<file path="src/rtl/tx_fifo_pkg.sv">
// tx_fifo_pkg
// Shared constants and helpers for the tx_sync_fifo slice.
//   RD_MODE_FWFT / RD_MODE_STD : read-mode encodings, compared against READ_MODE
//   RST_BUSY_CYCLES            : cycles the busy flags stay high after reset falls
//   clog2()                    : elaboration-time ceiling log2
package tx_fifo_pkg;

  // Read modes are kept as packed ASCII so a plain "fwft"/"std" string
  // literal given at instantiation compares equal to these constants.
  localparam logic [31:0] RD_MODE_FWFT = "fwft";
  localparam logic [31:0] RD_MODE_STD  = "std";

  localparam int RST_BUSY_CYCLES = 2;

  // Ceiling log2; clog2(1) is 0, clog2(16) is 4, clog2(17) is 5.
  function automatic int clog2(input int value);
    int result;
    int remaining;
    result    = 0;
    remaining = value - 1;
    while (remaining > 0) begin
      result++;
      remaining = remaining >> 1;
    end
    return result;
  endfunction

endpackage

</file>
<file path="src/rtl/tx_fifo_ram.sv">
// tx_fifo_ram
// Simple dual-port RAM: one write port and one synchronous read port on a
// single clock. Contents are never cleared; only the read register resets.
//   i_clk     : clock
//   i_rdRst   : synchronous clear of the read-data register
//   i_wrEn    : write strobe
//   i_wrAddr  : write address
//   i_wrData  : write data
//   i_rdEn    : read strobe, loads o_rdData at the clock edge
//   i_rdAddr  : read address
//   o_rdData  : registered read data, holds when i_rdEn is low
module tx_fifo_ram
  import tx_fifo_pkg::*;
#(
  parameter int DATA_WIDTH = 32,
  parameter int FIFO_DEPTH = 64
) (
  input  logic                           i_clk,
  input  logic                           i_rdRst,
  input  logic                           i_wrEn,
  input  logic [clog2(FIFO_DEPTH)-1:0]   i_wrAddr,
  input  logic [DATA_WIDTH-1:0]          i_wrData,
  input  logic                           i_rdEn,
  input  logic [clog2(FIFO_DEPTH)-1:0]   i_rdAddr,
  output logic [DATA_WIDTH-1:0]          o_rdData
);

  logic [DATA_WIDTH-1:0] r_mem [FIFO_DEPTH];
  logic [DATA_WIDTH-1:0] r_rdData;

  // Write port; no reset so the array maps onto block RAM.
  always_ff @(posedge i_clk) begin
    if (i_wrEn) begin
      r_mem[i_wrAddr] <= i_wrData;
    end
  end

  // Synchronous read port with a clearable output register, which doubles
  // as the FIFO output register in both read modes.
  always_ff @(posedge i_clk) begin
    if (i_rdRst) begin
      r_rdData <= '0;
    end else if (i_rdEn) begin
      r_rdData <= r_mem[i_rdAddr];
    end
  end

  assign o_rdData = r_rdData;

endmodule

</file>
<file path="src/rtl/tx_sync_fifo.sv">
// tx_sync_fifo
// Single-clock FIFO with real storage, registered flags, occupancy counts,
// overflow/underflow/ack pulses and reset-busy handshaking. Supports
// first-word-fall-through ("fwft") and standard ("std") read modes.
//   wr_clk, rst                : clock and synchronous active-high reset
//   din, wr_en                 : write side
//   rd_en                      : read request (fwft: pop the head word)
//   dout, data_valid           : read side
//   empty/full, almost_*/prog_*: registered occupancy flags
//   overflow/underflow/wr_ack  : one-cycle pulses for last cycle's requests
//   wr_data_count/rd_data_count: occupancy, including the fwft output word
//   wr_rst_busy/rd_rst_busy    : high during reset and RST_BUSY_CYCLES after
module tx_sync_fifo
  import tx_fifo_pkg::*;
#(
  parameter int          DATA_WIDTH        = 32,
  parameter int          FIFO_DEPTH        = 64,
  parameter logic [31:0] READ_MODE         = RD_MODE_FWFT,
  parameter int          PROG_FULL_THRESH  = 10,
  parameter int          PROG_EMPTY_THRESH = 10,
  parameter int          COUNT_WIDTH       = 7
) (
  input  logic                    wr_clk,
  input  logic                    rst,
  input  logic [DATA_WIDTH-1:0]   din,
  input  logic                    wr_en,
  input  logic                    rd_en,
  output logic [DATA_WIDTH-1:0]   dout,
  output logic                    data_valid,
  output logic                    empty,
  output logic                    full,
  output logic                    almost_empty,
  output logic                    almost_full,
  output logic                    prog_empty,
  output logic                    prog_full,
  output logic                    overflow,
  output logic                    underflow,
  output logic                    wr_ack,
  output logic [COUNT_WIDTH-1:0]  wr_data_count,
  output logic [COUNT_WIDTH-1:0]  rd_data_count,
  output logic                    wr_rst_busy,
  output logic                    rd_rst_busy
);

  localparam int AW     = clog2(FIFO_DEPTH);
  localparam int BUSY_W = clog2(RST_BUSY_CYCLES + 1);
  localparam bit IS_FWFT = (READ_MODE == RD_MODE_FWFT);

  localparam logic [AW-1:0]          PTR_ONE    = AW'(1);
  localparam logic [COUNT_WIDTH-1:0] CNT_ONE    = COUNT_WIDTH'(1);
  localparam logic [COUNT_WIDTH-1:0] CNT_DEPTH  = COUNT_WIDTH'(FIFO_DEPTH);
  localparam logic [COUNT_WIDTH-1:0] CNT_AFULL  = COUNT_WIDTH'(FIFO_DEPTH - 1);
  localparam logic [COUNT_WIDTH-1:0] CNT_PFULL  = COUNT_WIDTH'(PROG_FULL_THRESH);
  localparam logic [COUNT_WIDTH-1:0] CNT_PEMPTY = COUNT_WIDTH'(PROG_EMPTY_THRESH);
  localparam logic [BUSY_W-1:0]      BUSY_INIT  = BUSY_W'(RST_BUSY_CYCLES);
  localparam logic [BUSY_W-1:0]      BUSY_ONE   = BUSY_W'(1);

  logic [AW-1:0]          r_wrPtr;
  logic [AW-1:0]          r_rdPtr;
  logic [COUNT_WIDTH-1:0] r_occ;
  logic [COUNT_WIDTH-1:0] r_ramCount;
  logic                   r_outValid;
  logic                   r_empty;
  logic                   r_full;
  logic                   r_almostEmpty;
  logic                   r_almostFull;
  logic                   r_progEmpty;
  logic                   r_progFull;
  logic                   r_overflow;
  logic                   r_underflow;
  logic                   r_wrAck;
  logic [BUSY_W-1:0]      r_busyCnt;
  logic                   r_busy;

  logic                   w_wrAcc;
  logic                   w_rdAcc;
  logic                   w_ramRd;
  logic                   w_outValidNext;
  logic                   w_emptyNext;
  logic [COUNT_WIDTH-1:0] w_occNext;
  logic [COUNT_WIDTH-1:0] w_ramCountNext;
  logic [DATA_WIDTH-1:0]  w_ramData;

  // Acceptance uses the registered flags; a rejected request changes nothing
  // except the error pulse on the following cycle.
  assign w_wrAcc = wr_en & ~r_full  & ~r_busy;
  assign w_rdAcc = rd_en & ~r_empty & ~r_busy;

  // RAM read scheduling. In std mode a read goes straight to the RAM. In fwft
  // mode the RAM read register is the output register: it is refilled
  // whenever it is empty or being popped and the RAM still holds a word, so
  // back-to-back pops run at full rate. r_outValid tracks "output register
  // holds a word" in fwft and the single-cycle read strobe in std.
  always_comb begin
    w_ramRd        = w_rdAcc;
    w_outValidNext = w_rdAcc;
    if (IS_FWFT) begin
      w_ramRd = (r_ramCount != '0) & (~r_outValid | w_rdAcc);
      if (w_ramRd) begin
        w_outValidNext = 1'b1;
      end else if (w_rdAcc) begin
        w_outValidNext = 1'b0;
      end else begin
        w_outValidNext = r_outValid;
      end
    end
  end

  // Next-state occupancy (words anywhere in the FIFO) and RAM-only word
  // count; the two differ only by the fwft output register.
  always_comb begin
    w_occNext = r_occ;
    if (w_wrAcc & ~w_rdAcc) begin
      w_occNext = r_occ + CNT_ONE;
    end else if (~w_wrAcc & w_rdAcc) begin
      w_occNext = r_occ - CNT_ONE;
    end

    w_ramCountNext = r_ramCount;
    if (w_wrAcc & ~w_ramRd) begin
      w_ramCountNext = r_ramCount + CNT_ONE;
    end else if (~w_wrAcc & w_ramRd) begin
      w_ramCountNext = r_ramCount - CNT_ONE;
    end
  end

  // In fwft mode the FIFO is only readable once a word sits in the output
  // register, so empty lags occupancy by the prefetch stage.
  assign w_emptyNext = IS_FWFT ? ~w_outValidNext : (w_occNext == '0);

  // Reset-busy sequencer: busy holds through reset and for RST_BUSY_CYCLES
  // edges after reset is released.
  always_ff @(posedge wr_clk) begin
    if (rst) begin
      r_busyCnt <= BUSY_INIT;
      r_busy    <= 1'b1;
    end else if (r_busyCnt != '0) begin
      r_busyCnt <= r_busyCnt - BUSY_ONE;
      r_busy    <= (r_busyCnt != BUSY_ONE);
    end
  end

  // Pointers, counts and flags. Flags are registered from next-state values
  // so they change on the same edge as the counts.
  always_ff @(posedge wr_clk) begin
    if (rst) begin
      r_wrPtr       <= '0;
      r_rdPtr       <= '0;
      r_occ         <= '0;
      r_ramCount    <= '0;
      r_outValid    <= 1'b0;
      r_empty       <= 1'b1;
      r_full        <= 1'b0;
      r_almostEmpty <= 1'b1;
      r_almostFull  <= 1'b0;
      r_progEmpty   <= 1'b1;
      r_progFull    <= 1'b0;
      r_overflow    <= 1'b0;
      r_underflow   <= 1'b0;
      r_wrAck       <= 1'b0;
    end else begin
      if (w_wrAcc) begin
        r_wrPtr <= r_wrPtr + PTR_ONE;
      end
      if (w_ramRd) begin
        r_rdPtr <= r_rdPtr + PTR_ONE;
      end
      r_occ         <= w_occNext;
      r_ramCount    <= w_ramCountNext;
      r_outValid    <= w_outValidNext;
      r_empty       <= w_emptyNext;
      r_full        <= (w_occNext == CNT_DEPTH);
      r_almostEmpty <= (w_occNext <= CNT_ONE);
      r_almostFull  <= (w_occNext >= CNT_AFULL);
      r_progEmpty   <= (w_occNext <= CNT_PEMPTY);
      r_progFull    <= (w_occNext >= CNT_PFULL);
      r_overflow    <= wr_en & ~w_wrAcc;
      r_underflow   <= rd_en & ~w_rdAcc;
      r_wrAck       <= w_wrAcc;
    end
  end

  tx_fifo_ram #(
    .DATA_WIDTH (DATA_WIDTH),
    .FIFO_DEPTH (FIFO_DEPTH)
  ) u_ram (
    .i_clk    (wr_clk),
    .i_rdRst  (rst),
    .i_wrEn   (w_wrAcc),
    .i_wrAddr (r_wrPtr),
    .i_wrData (din),
    .i_rdEn   (w_ramRd),
    .i_rdAddr (r_rdPtr),
    .o_rdData (w_ramData)
  );

  assign dout          = w_ramData;
  assign data_valid    = r_outValid;
  assign empty         = r_empty;
  assign full          = r_full;
  assign almost_empty  = r_almostEmpty;
  assign almost_full   = r_almostFull;
  assign prog_empty    = r_progEmpty;
  assign prog_full     = r_progFull;
  assign overflow      = r_overflow;
  assign underflow     = r_underflow;
  assign wr_ack        = r_wrAck;
  assign wr_data_count = r_occ;
  assign rd_data_count = r_occ;
  assign wr_rst_busy   = r_busy;
  assign rd_rst_busy   = r_busy;

endmodule

</file>
<file path="config.mk">
export PLATFORM = sky130hd
export DESIGN_NAME = tx_sync_fifo
export DESIGN_NICKNAME = d
export VERILOG_FILES = /design/src/rtl/tx_fifo_pkg.sv /design/src/rtl/tx_fifo_ram.sv /design/src/rtl/tx_sync_fifo.sv
export SDC_FILE = /design/constraint.sdc
export NUM_CORES = 2
export LEC_CHECK = 0
export BUFFER_PORTS_ARGS = -buffer_cell sky130_fd_sc_hd__clkbuf_2
export CAP_MARGIN = 15
export CORE_MARGIN = 1.5
export CORE_UTILIZATION = 40
export CTS_CLUSTER_SIZE = 12
export DETAILED_ROUTE_END_ITERATION = 8
export PLACE_DENSITY_LB_ADDON = 0.3
export SLEW_MARGIN = 10
export SYNTH_ARGS = -nofsm -noshare
export SYNTH_HDL_FRONTEND = slang
export SYNTH_SLANG_ARGS = --single-unit
</file>
<file path="constraint.sdc">
create_clock -name wr_clk -period 3.75 [get_ports wr_clk]
set_input_delay 0.1875 -clock wr_clk [delete_from_list [all_inputs] [get_ports wr_clk]]
set_output_delay 0.1875 -clock wr_clk [all_outputs]
set_load 0.02 [all_outputs]
</file>
==> impl_metrics.csv <==
group,metric,value,unit
worst_setup_path,reg2reg_from,"r_rdPtr[3]",
clocking,post-cts-setup-buffer-count,0,
place,gp_congestion,0.793,
clocking,clkSinkCount,2119,
sta,worst_slew_margin_rel,18.0,%
global_route,grt_antenna_before_repair,6,
routing,wl_met2,99.9,mm
synthesis,ys_seq_area_share,77.1,%
pwr,power,56000,uW
pwr,powerDensity,600,nW/um2
place,io_buffers,93,
routing,drc,0,
floorplan,rows,165,
routing,drt-met1-wl,88.5,mm
clocking,ctsLongestPathBuffers,3,
sta,fin_crit_sh,86.5,%
synthesis,ys_types,71,
synthesis,yosys_most_used_dff,"edfxtp_1",
worst_setup_path,worst_r2r_endpoint,"u_ram.o_rdData[3]",
worst_setup_path,criticalPathCategory,"reg2reg",
worst_setup_path,end_kind,"flop",
clocking,h-tree-depth,4,
pwr,vdd_ir_drop_max,0.509,mV
synthesis,synth_seq_cells,2119,
pwr,power.leakage,0.0284,uW
run_status,status,"completed",
floorplan,core_region_area,202000,um2
routing,dr.pass1.iters,6,
sta,min_period,3240,ps
synthesis,synth_edf_count,2048,
clocking,cts_root_buf,"clkbuf_16",
worst_setup_path,cp-startpoint,"r_rdPtr[3]",
global_route,overflow,0,
synthesis,yosys_warnings,0,
floorplan,die_h,455,um
sta,fmax,308,MHz
sta,finalMaxSlewViolations,0,
synthesis,async_reset_ff_share,0,%
sta,fin_skew,32.1,ps
worst_setup_path,arrival,4030,ps
clocking,path_clk_slew,60,ps
final_layout,syn2layout_area_growth,14.5,%
routing,wl_met3,14.2,mm
routing,wl_per_cell,29.8,um
routing,totalWireLength,207,mm
final_layout,final_nets,4197,
worst_setup_path,r2r_slack,510,ps
synthesis,avgSynthCellArea,21.3,um2
sta,fin_setup_tns,0,ps
global_route,grt_pass1_vias,40100,
final_layout,layout_commonest_cell,"edfxtp_1",
worst_setup_path,critPathMaxFanout,29,
global_route,grt_util_all_layers,20.1,%
worst_setup_path,critPathRequiredTime,4530,ps
routing,via_per_inst,5.73,
final_layout,drive_gt1_share,25.3,%
routing,antenna_left,0,
floorplan,start_util,40.3,%
routing,top_layer_used,"met5",
routing,drt_iter0_markers,4550,
clocking,cts_tree,"built",
worst_setup_path,endpoint,"u_ram.o_rdData[3]",
sta,grt_setup_unrepaired,"no",
clocking,cts_made_buffers,206,
hold_path,min_path_type,"in2reg",
place,dp_hpwl,118,mm
synthesis,synth.cell_area,81600,um2
floorplan,boundaryPins,94,
synthesis,syn_inst,3829,
final_layout,fillers,16700,
floorplan,dieArea,207000,um2
clocking,cts_resized,0,
global_route,grt_max_degree,80,
final_layout,final_cell_mix,"2048 x edfxtp_1, 428 x mux4_2, 274 x mux2i_1",
worst_setup_path,startpoint_type,"flop",
synthesis,syn_nets,3878,
clocking,insertion_delay,850,ps
sta,worst_slew_pin_slew,1230,ps
worst_setup_path,ff2ff_path_depth,7,
floorplan,die_x,455,um
global_route,grt_pass1_wl,296,mm
sta,hold_viol,0,
job,maxCapViolCount,0,
sta,setup_violations,0,
routing,via_count,39900,
[timing repair]
action / in CTS / in global routing
setup endpoints to repair: 0 / 0
hold buffers: 23 / 0
endpoints found under the hold margin: 455 / 0
[report_power, final]
group	switching (uW)	total (uW)	internal (uW)
clock network	8530	19200	10700
registers	547	26700	26200
logic	5350	10100	4730
[cell type report]
cell class                      count  area (um2)  share of cell area (%)
Clock inverter                     39         354                   0.379
Tap cell                         2672        3340                    3.58
Multi-Input combinational cell   1478       17800                    19.1
Clock buffer                      316        5730                    6.14
Timing Repair Buffer              333        3190                    3.41
Sequential cell                  2119       62900                    67.4
Antenna cell                        3        7.51                 0.00804
Inverter                           10        37.5                  0.0402
[logic make-up (layout without fill, tap and decap cells)]
| logic type | Yosys count | count (layout) | share of synthesized area [%] |
|---|---|---|---|
| buf+inv | 232 | 698 | 1.69 |
| other cells | 0 | 3 | 0 |
| compound gates | 336 | 336 | 3.21 |
| fa+ha+maj | 13 | 13 | 0.209 |
| simple gates | 396 | 396 | 2.21 |
| flops | 2119 | 2119 | 77.1 |
| xor+xnor | 20 | 20 | 0.215 |
| mux | 713 | 713 | 15.3 |
[stage by stage]
| stage | setup slack, ps | hold slack, ps | instances | utilization (%) | instance area [um2] |
|---|---|---|---|---|---|
| floorplan | 434 | 286 | 3829 | - | 81600 |
| global placement | 36.5 | 477 | 6589 | 43.0 | 87100 |
| detailed placement | 541 | 475 | 6589 | 43.0 | 87100 |
| CTS | 522 | 0.401 | 6967 | 46.2 | 93400 |
| global route | 352 | 31.0 | 6968 | 46.2 | 93400 |
| finish | 507 | 20.2 | 6970 | 46.2 | 93400 |
[worst max-delay path: stages, from the launching register on]
cell and delay (ps):
dfxtp_4 760, nor2b_4 640, nand2_1 330, buf_4 290
o211ai_1 250, a211oi_2 70, nor3_1 640, a221o_1 210
[sequential cells by signal (all words and copies together) (netlist names)]
signal,count
almost_full,1
r_wrPtr,6
data_valid,1
u_ram.o_rdData,32
full,1
prog_empty,1
wr_ack,1
prog_full,1
r_busyCnt,2
underflow,1
u_ram.r_mem,2048
r_ramCount,7
overflow,1
rd_rst_busy,1
r_rdPtr,6
almost_empty,1
empty,1
rd_data_count,7
[synthesized netlist by cell type, types with 7 or more instances]
cell | n | area (um2)
a211oi_1 | 45 | 338
a211oi_2 | 14 | 175
a21oi_1 | 36 | 180
a221o_1 | 30 | 300
a221oi_1 | 9 | 78.8
a22o_1 | 8 | 70.1
a22oi_1 | 38 | 285
a311oi_1 | 7 | 61.3
a41oi_1 | 20 | 175
buf_1 | 10 | 37.5
buf_2 | 74 | 370
buf_4 | 28 | 210
buf_6 | 34 | 383
clkbuf_1 | 72 | 270
dfxtp_1 | 71 | 1420
edfxtp_1 | 2048 | 61500
ha_1 | 12 | 150
inv_1 | 9 | 33.8
mux2_2 | 11 | 124
mux2i_1 | 274 | 2740
mux4_2 | 428 | 9640
nand2_1 | 108 | 405
nand2b_1 | 9 | 56.3
nand3_1 | 16 | 80.1
nor2_1 | 153 | 574
nor2b_1 | 36 | 225
nor3_1 | 33 | 165
o211ai_1 | 14 | 105
o21ai_0 | 24 | 120
o221ai_1 | 26 | 228
o22ai_1 | 31 | 194
or3_1 | 7 | 43.8
xnor2_1 | 8 | 70.1
xor2_1 | 12 | 105
[layer usage]
layer,up-vias,track usage (%)
met3,253,3.42
met4,4,5.47
li1,16600,-
met2,1516,32.1
met5,-,0
met1,21500,28.5
[worst min path at each step]
stage | from | end | slack [ps] | cells after the start
after floorplan | din[0] | u_ram.r_mem[0][0] | 290 | 0
after global placement | u_ram.o_rdData[2] | u_ram.o_rdData[2] | 480 | 1
after detailed placement | rd_en | underflow | 470 | 2
after CTS | din[13] | u_ram.r_mem[41][13] | 0.4 | 2
after global routing | din[8] | u_ram.r_mem[34][8] | 30 | 2
final | din[5] | u_ram.r_mem[36][5] | 20 | 2
(Power assumes the default switching activity.)
